`src/rtl/mic_array_pkg.sv`:
```
// rtl/mic_array_pkg.sv - shared constants, types and helpers for the mic-array front end
package mic_array_pkg;

    localparam int NUM_MICS  = 9;
    localparam int BIT_WIDTH = 8;

    typedef logic signed [BIT_WIDTH-1:0] pcm_t;

    typedef enum logic [1:0] {
        ST_IDLE,
        ST_COMB,
        ST_PUBLISH
    } comb_state_t;

    // Ceiling log2, usable in constant expressions.
    function automatic int clog2(input int n);
        int r;
        r = 0;
        for (int v = n - 1; v > 0; v = v >> 1) begin
            r++;
        end
        return r;
    endfunction

endpackage

```
`src/rtl/cic_integrator.sv`:
```
// rtl/cic_integrator.sv - ORDER-stage wrapping CIC integrator chain for one PDM line
//   clk, rst_n : clock, asynchronous active-low reset
//   clr        : synchronous clear of all stages
//   strobe     : PDM sample strobe, one cycle per PDM bit
//   pdm_bit    : PDM input bit, 1 -> +1, 0 -> -1
//   acc        : last integrator stage
module cic_integrator #(
    parameter int ORDER = 3,
    parameter int ACC_W = 20
) (
    input  logic                    clk,
    input  logic                    rst_n,
    input  logic                    clr,
    input  logic                    strobe,
    input  logic                    pdm_bit,
    output logic signed [ACC_W-1:0] acc
);

    logic signed [ACC_W-1:0] integ [ORDER];
    logic signed [ACC_W-1:0] step;

    assign step = pdm_bit ? ACC_W'(1) : '1;

    // Each stage adds the previous stage's pre-update value; sums wrap freely,
    // the comb section undoes the wrap.
    always_ff @(posedge clk or negedge rst_n) begin
        if (!rst_n) begin
            for (int j = 0; j < ORDER; j++) begin
                integ[j] <= '0;
            end
        end else if (clr) begin
            for (int j = 0; j < ORDER; j++) begin
                integ[j] <= '0;
            end
        end else if (strobe) begin
            integ[0] <= integ[0] + step;
            for (int j = 1; j < ORDER; j++) begin
                integ[j] <= integ[j] + integ[j-1];
            end
        end
    end

    assign acc = integ[ORDER-1];

endmodule

```
`src/rtl/pdm_cic_decimator.sv`:
```
// rtl/pdm_cic_decimator.sv - PDM clock generation and multi-mic CIC decimation to PCM
//   clk, rst_n   : clock, asynchronous active-low reset
//   en           : run enable; low clears the pipeline and forces pdm_clk/pcm_valid low
//   pdm_data_in  : PDM bits, bit k = mic k
//   pdm_clk      : PDM clock to the microphones
//   pcm_data_out : mic k at [k*BIT_WIDTH +: BIT_WIDTH], signed
//   pcm_valid    : one-cycle strobe in the cycle pcm_data_out takes a new frame
module pdm_cic_decimator #(
    parameter int NUM_MICS  = mic_array_pkg::NUM_MICS,
    parameter int BIT_WIDTH = mic_array_pkg::BIT_WIDTH,
    parameter int CLK_DIV   = 16,
    parameter int DEC       = 64,
    parameter int ORDER     = 3
) (
    input  logic                          clk,
    input  logic                          rst_n,
    input  logic                          en,
    input  logic [NUM_MICS-1:0]           pdm_data_in,
    output logic                          pdm_clk,
    output logic [NUM_MICS*BIT_WIDTH-1:0] pcm_data_out,
    output logic                          pcm_valid
);
    import mic_array_pkg::*;

    localparam int LOG2_DEC = clog2(DEC);
    localparam int ACC_W    = ORDER * LOG2_DEC + 2;
    localparam int SHIFT    = ORDER * LOG2_DEC + 1 - BIT_WIDTH;
    localparam int DIV_W    = clog2(CLK_DIV);
    localparam int MIC_W    = clog2(NUM_MICS + 1);
    localparam int WARM_W   = clog2(ORDER + 1);

    localparam logic [DIV_W-1:0]        DIV_LAST  = DIV_W'(CLK_DIV - 1);
    localparam logic [DIV_W-1:0]        DIV_HALF  = DIV_W'(CLK_DIV / 2);
    localparam logic [LOG2_DEC-1:0]     DEC_LAST  = LOG2_DEC'(DEC - 1);
    localparam logic [MIC_W-1:0]        MIC_LAST  = MIC_W'(NUM_MICS - 1);
    localparam logic [WARM_W-1:0]       WARM_DONE = WARM_W'(ORDER);
    localparam logic signed [ACC_W-1:0] PCM_MAX   = ACC_W'((1 << (BIT_WIDTH - 1)) - 1);
    localparam logic signed [ACC_W-1:0] PCM_MIN   = ~PCM_MAX;

    // ---------------- divider and decimation counter ----------------
    logic [DIV_W-1:0]    div_cnt;
    logic [DIV_W-1:0]    div_nxt;
    logic [LOG2_DEC-1:0] dec_cnt;
    logic                pdm_clk_q;
    logic                strobe;
    logic                frame_strobe;

    assign strobe       = en && (div_cnt == DIV_LAST);
    assign frame_strobe = strobe && (dec_cnt == DEC_LAST);
    assign div_nxt      = (div_cnt == DIV_LAST) ? '0 : div_cnt + 1'b1;

    // pdm_clk_q tracks div_nxt so the registered clock lines up with div_cnt:
    // the strobe cycle (div_cnt at its last count) is the last high cycle.
    always_ff @(posedge clk or negedge rst_n) begin
        if (!rst_n) begin
            div_cnt   <= '0;
            dec_cnt   <= '0;
            pdm_clk_q <= 1'b0;
        end else if (!en) begin
            div_cnt   <= '0;
            dec_cnt   <= '0;
            pdm_clk_q <= 1'b0;
        end else begin
            div_cnt   <= div_nxt;
            pdm_clk_q <= (div_nxt >= DIV_HALF);
            if (strobe) begin
                dec_cnt <= dec_cnt + 1'b1;
            end
        end
    end

    assign pdm_clk = pdm_clk_q && en;

    // ---------------- per-mic integrators ----------------
    logic signed [ACC_W-1:0] integ_out [NUM_MICS];

    for (genvar k = 0; k < NUM_MICS; k++) begin : gen_mic
        cic_integrator #(
            .ORDER (ORDER),
            .ACC_W (ACC_W)
        ) u_integ (
            .clk     (clk),
            .rst_n   (rst_n),
            .clr     (!en),
            .strobe  (strobe),
            .pdm_bit (pdm_data_in[k]),
            .acc     (integ_out[k])
        );
    end

    // ---------------- comb engine FSM ----------------
    comb_state_t      state_q;
    comb_state_t      state_d;
    logic [MIC_W-1:0] mic_idx;

    always_ff @(posedge clk or negedge rst_n) begin
        if (!rst_n) begin
            state_q <= ST_IDLE;
        end else if (!en) begin
            state_q <= ST_IDLE;
        end else begin
            state_q <= state_d;
        end
    end

    always_comb begin
        state_d = state_q;
        case (state_q)
            ST_IDLE:    if (frame_strobe) state_d = ST_COMB;
            ST_COMB:    if (mic_idx == MIC_LAST) state_d = ST_PUBLISH;
            ST_PUBLISH: state_d = ST_IDLE;
            default:    state_d = ST_IDLE;
        endcase
    end

    // ---------------- comb datapath (one mic per cycle) ----------------
    logic signed [ACC_W-1:0]     snap    [NUM_MICS];
    logic signed [ACC_W-1:0]     hist    [NUM_MICS][ORDER];
    logic signed [BIT_WIDTH-1:0] staged  [NUM_MICS];
    logic signed [ACC_W-1:0]     comb_in [ORDER];
    logic signed [ACC_W-1:0]     comb_out;
    logic [WARM_W-1:0]           warm_cnt;
    logic                        frame_pub;
    logic                        publish;
    logic [NUM_MICS*BIT_WIDTH-1:0] staged_flat;
    logic [NUM_MICS*BIT_WIDTH-1:0] out_q;

    function automatic logic signed [BIT_WIDTH-1:0] scale_sat(input logic signed [ACC_W-1:0] v);
        logic signed [ACC_W-1:0] s;
        s = v >>> SHIFT;
        if (s > PCM_MAX) return PCM_MAX[BIT_WIDTH-1:0];
        if (s < PCM_MIN) return PCM_MIN[BIT_WIDTH-1:0];
        return s[BIT_WIDTH-1:0];
    endfunction

    // All ORDER comb stages of the selected mic in one combinational chain.
    always_comb begin
        comb_out = snap[mic_idx];
        for (int s = 0; s < ORDER; s++) begin
            comb_in[s] = comb_out;
            comb_out   = comb_out - hist[mic_idx][s];
        end
    end

    always_comb begin
        staged_flat = '0;
        for (int k = 0; k < NUM_MICS; k++) begin
            staged_flat[k*BIT_WIDTH +: BIT_WIDTH] = staged[k];
        end
    end

    always_ff @(posedge clk or negedge rst_n) begin
        if (!rst_n) begin
            for (int k = 0; k < NUM_MICS; k++) begin
                snap[k]   <= '0;
                staged[k] <= '0;
                for (int s = 0; s < ORDER; s++) begin
                    hist[k][s] <= '0;
                end
            end
            mic_idx   <= '0;
            warm_cnt  <= '0;
            frame_pub <= 1'b0;
            out_q     <= '0;
        end else if (!en) begin
            for (int k = 0; k < NUM_MICS; k++) begin
                for (int s = 0; s < ORDER; s++) begin
                    hist[k][s] <= '0;
                end
            end
            mic_idx   <= '0;
            warm_cnt  <= '0;
            frame_pub <= 1'b0;
        end else begin
            if (frame_strobe) begin
                for (int k = 0; k < NUM_MICS; k++) begin
                    snap[k] <= integ_out[k];
                end
                mic_idx   <= '0;
                // Comb history only becomes meaningful after ORDER frames.
                frame_pub <= (warm_cnt == WARM_DONE);
                if (warm_cnt != WARM_DONE) begin
                    warm_cnt <= warm_cnt + 1'b1;
                end
            end
            if (state_q == ST_COMB) begin
                for (int s = 0; s < ORDER; s++) begin
                    hist[mic_idx][s] <= comb_in[s];
                end
                staged[mic_idx] <= scale_sat(comb_out);
                mic_idx         <= mic_idx + 1'b1;
            end
            if (publish) begin
                out_q <= staged_flat;
            end
        end
    end

    // New frame is visible during the PUBLISH cycle itself, in step with pcm_valid.
    assign publish      = en && (state_q == ST_PUBLISH) && frame_pub;
    assign pcm_valid    = publish;
    assign pcm_data_out = publish ? staged_flat : out_q;

endmodule

```
`config.mk`:
```
export PLATFORM = sky130hd
export DESIGN_NAME = pdm_cic_decimator
export DESIGN_NICKNAME = d
export VERILOG_FILES = /design/src/rtl/mic_array_pkg.sv /design/src/rtl/cic_integrator.sv /design/src/rtl/pdm_cic_decimator.sv
export SDC_FILE = /design/constraint.sdc
export NUM_CORES = 2
export LEC_CHECK = 0
export CAP_MARGIN = 20
export CORE_MARGIN = 2
export CORE_UTILIZATION = 60
export CTS_BUF_LIST = sky130_fd_sc_hd__clkbuf_4 sky130_fd_sc_hd__clkbuf_8 sky130_fd_sc_hd__clkbuf_16
export DETAILED_ROUTE_END_ITERATION = 8
export HOLD_SLACK_MARGIN = 0.05
export MAX_ROUTING_LAYER = met4
export PLACE_DENSITY = 0.76
export SYNTH_ARGS = -nofsm -noshare
export SYNTH_HDL_FRONTEND = slang
export SYNTH_HIERARCHICAL = 1
export SYNTH_SLANG_ARGS = --single-unit
```
`constraint.sdc`:
```
create_clock -name clk -period 27.6 [get_ports clk]
set_input_delay 2.76 -clock clk [delete_from_list [all_inputs] [get_ports clk]]
set_output_delay 2.76 -clock clk [all_outputs]
set_load 0.1 [all_outputs]
```
==> flow_summary.yaml <==
worst_setup_path:
  critical_path_class: "reg2reg"
  critPathMaxFanout: 54
  critical_path_required_ps: 28310
  startpoint_type: "register"
  slowest_delay_ps: 860
  arrival_ps: 11530
  slowest_stage: "xnor2_1"
  reg2reg_slack_ps: 16780
  cpMostUsedCell: "a21oi_1"
  critical_path.endpoint_type: "register"
run:
  maxCapViolCount: 0
timing:
  tightest_slew_ps: 1250
  finalSetupViolCount: 0
  setup_tns_ps: 0
  timing.slew.headroom: 0.159
  finClkSkew_ps: 40.0
  rsz0062_at_grt: "no"
  report.final.hold_viol_count: 0
  post-route-period-util: 0.392
  slew_violations: 0
  fmax_mhz: 92.4
  min_period_ps: 10820
synthesis:
  async_flop_share: 1.00
  syn_area_um2: 88400
  netlist.area_leader.share: 0.403
  yosys_register_bits: 1424
  synth_area_per_cell_um2: 9.28
  netlist.top_cell.by_area: "dfrtp_1"
  yosysSeqAreaShare: 0.403
  synth-edff-count: 0
  postSynthNetCount: 10139
  yosysWarnings: 6
  synth_cell_types: 117
  synthTopCellsByArea: "dfrtp_1 (40%), ha_1 (8.0%), nand2_1 (6.6%), mux2i_1 (3.8%), o21ai_0 (3.6%)"
  synthFlopType: "dfrtp_1"
  postSynthCellCount: 9531
detailed_routing:
  ant_nets: 0
  routed_wl_mm: 240
  vias: 72317
  firstDrtPassIters: 6
  drtIter0Drc: 6273
  viasPerCell: 6.43
  avgRoutedWirePerCell_um: 21.3
  drc_errors: 0
die:
  num_rows: 140
  die_h_um: 388
  die_w_um: 388
  io_pins: 86
  coreArea_um2: 146000
  dieArea_um2: 150000
  start_util: 0.605
cts:
  clockRootBuffer: "clkbuf_16"
  cts_tree: "yes"
  path_clk_slew_ps: 60
  worstSkewPairLatency_ps: 820
  ctsHtreeMaxLevel: 4
  max-clock-path-buffers: 3
  clkSinkCount: 1424
  cts-resized-gates: 0
  cts_setup_buffers: 0
  numCtsBuffers: 156
  ctsHoldBuffers: 0
layout:
  stdcell_area_um2: 95200
  finalNetCount: 9806
  layout.cells.non_filler: 11246
  final_common_cell: "nand2_1"
  drive_above_1_share: 0.0746
  area_growth_pct: 7.63
  mostFrequentLayoutCells: "nand2_1 (1565), dfrtp_1 (1421), nor2_1 (705), o21ai_0 (633), ha_1 (567)"
global_routing:
  grt-ovfl-total: 0
  groute.usage.overall: 0.326
  grt_pass1_wl_mm: 389
  antenna_found_initial: 7
  grt_max_degree: 187
  first_global_vias: 71006
placed_design:
  gp_congestion: 0.943
  dp.cells: 10948
  hpwlAfterDp_mm: 158
  portBuffers: 85
  place_area_um2: 89400
power:
  power_density_nw_per_um2: 47.1
  power.leakage_nw: 45.0
  vdd_ir_drop_max_mv: 0.0616
outcome:
  status: "completed"
worst_hold_path:
  hold_class: "reg2reg"
[report_power, final]
group	switching [mW]	total, mW	internal (mW)
Clock	0.901	2.26	1.36
Sequential	0.000548	2.09	2.09
Combinational	0.114	0.141	0.0271
[path summary, 6_finish.rpt]
kind,start,to,cells past startpoint
setup / recovery,mic_idx[2],staged[26],34
hold / removal,out_q[68],out_q[68],2
setup reg to reg,mic_idx[2],staged[26],34
hold reg to reg,out_q[68],out_q[68],2
max in group asynchronous,rst_n,gen_mic[1].u_integ/integ[29],5
min in group asynchronous,rst_n,gen_mic[2].u_integ/integ[57],1
[synthesized netlist by cell type, drive strengths merged, types with 122 or more instances]
master	number
nor2	713
a21oi	595
clkbuf	391
a22o	320
dfrtp	1424
xnor2	221
xor2	125
a211oi	122
ha	567
buf	276
a21o	244
o21ai	689
mux2i	333
nand2	1565
nand3	133
inv	197
[sequential cells by signal, summed over array words and instances, names as in the netlist]
| register | flops |
|---|---|
| hist | 540 |
| div_cnt | 4 |
| mic_idx | 4 |
| gen_mic.u_integ/integ | 360 |
| staged | 72 |
| pdm_clk_q | 1 |
| state_q | 2 |
| warm_cnt | 2 |
| frame_pub | 1 |
| snap | 180 |
| gen_mic.u_integ/acc | 180 |
| out_q | 72 |
| dec_cnt | 6 |
[cells by family after synthesis]
group	share of synthesized area
multiplexers	0.0613
buffers and inverters	0.0458
XOR/XNOR	0.0346
AND/OR/NAND/NOR	0.157
adder cells (fa/ha/maj)	0.0869
AO/OA/AOI/OAI	0.212
flip-flops	0.403
[per-stage QoR]
step	total power, mW	hold slack (ps)	utilization	worst slack (ps)
2_1_floorplan	2.19	438	-	18280
3_3_place_gp	2.26	451	0.612	16970
3_5_place_dp	2.27	456	0.612	16770
4_1_cts	4.51	471	0.650	16690
5_1_grt	4.62	479	0.652	16010
6_report	4.49	466	0.652	16780
[cell type report]
class,instances,area (um2)
fill,11722,50900
multi-input combinational,7233,49000
sequential,1424,35600
clock buffer,223,4720
tap,1917,2400
timing repair buffer,176,1780
clock inverter,61,895
inverter,207,786
antenna,5,12.5
[metal layers]
layer / wire length (um) / global-route usage / up-vias
met5: 0 / - / -
li1: - / - / 33672
met4: 8360 / 0.118 / 0
met3: 16600 / 0.0493 / 499
met1: 103000 / 0.433 / 35592
met2: 112000 / 0.509 / 2554
[critical path: cells and delay by family, from the launching register on]
| kind | cells | cell delay [ps] |
|---|---|---|
| AOI/OAI and AO/OA | 19 | 5020 |
| adders and majority gates | 4 | 1660 |
| xor gates and xnor gates | 2 | 1190 |
| and+or+nand+nor | 5 | 750 |
| buffers and inverters | 2 | 740 |
| muxes | 2 | 670 |
| DFF | 1 | 660 |
Power figures use the tool's default switching activity.
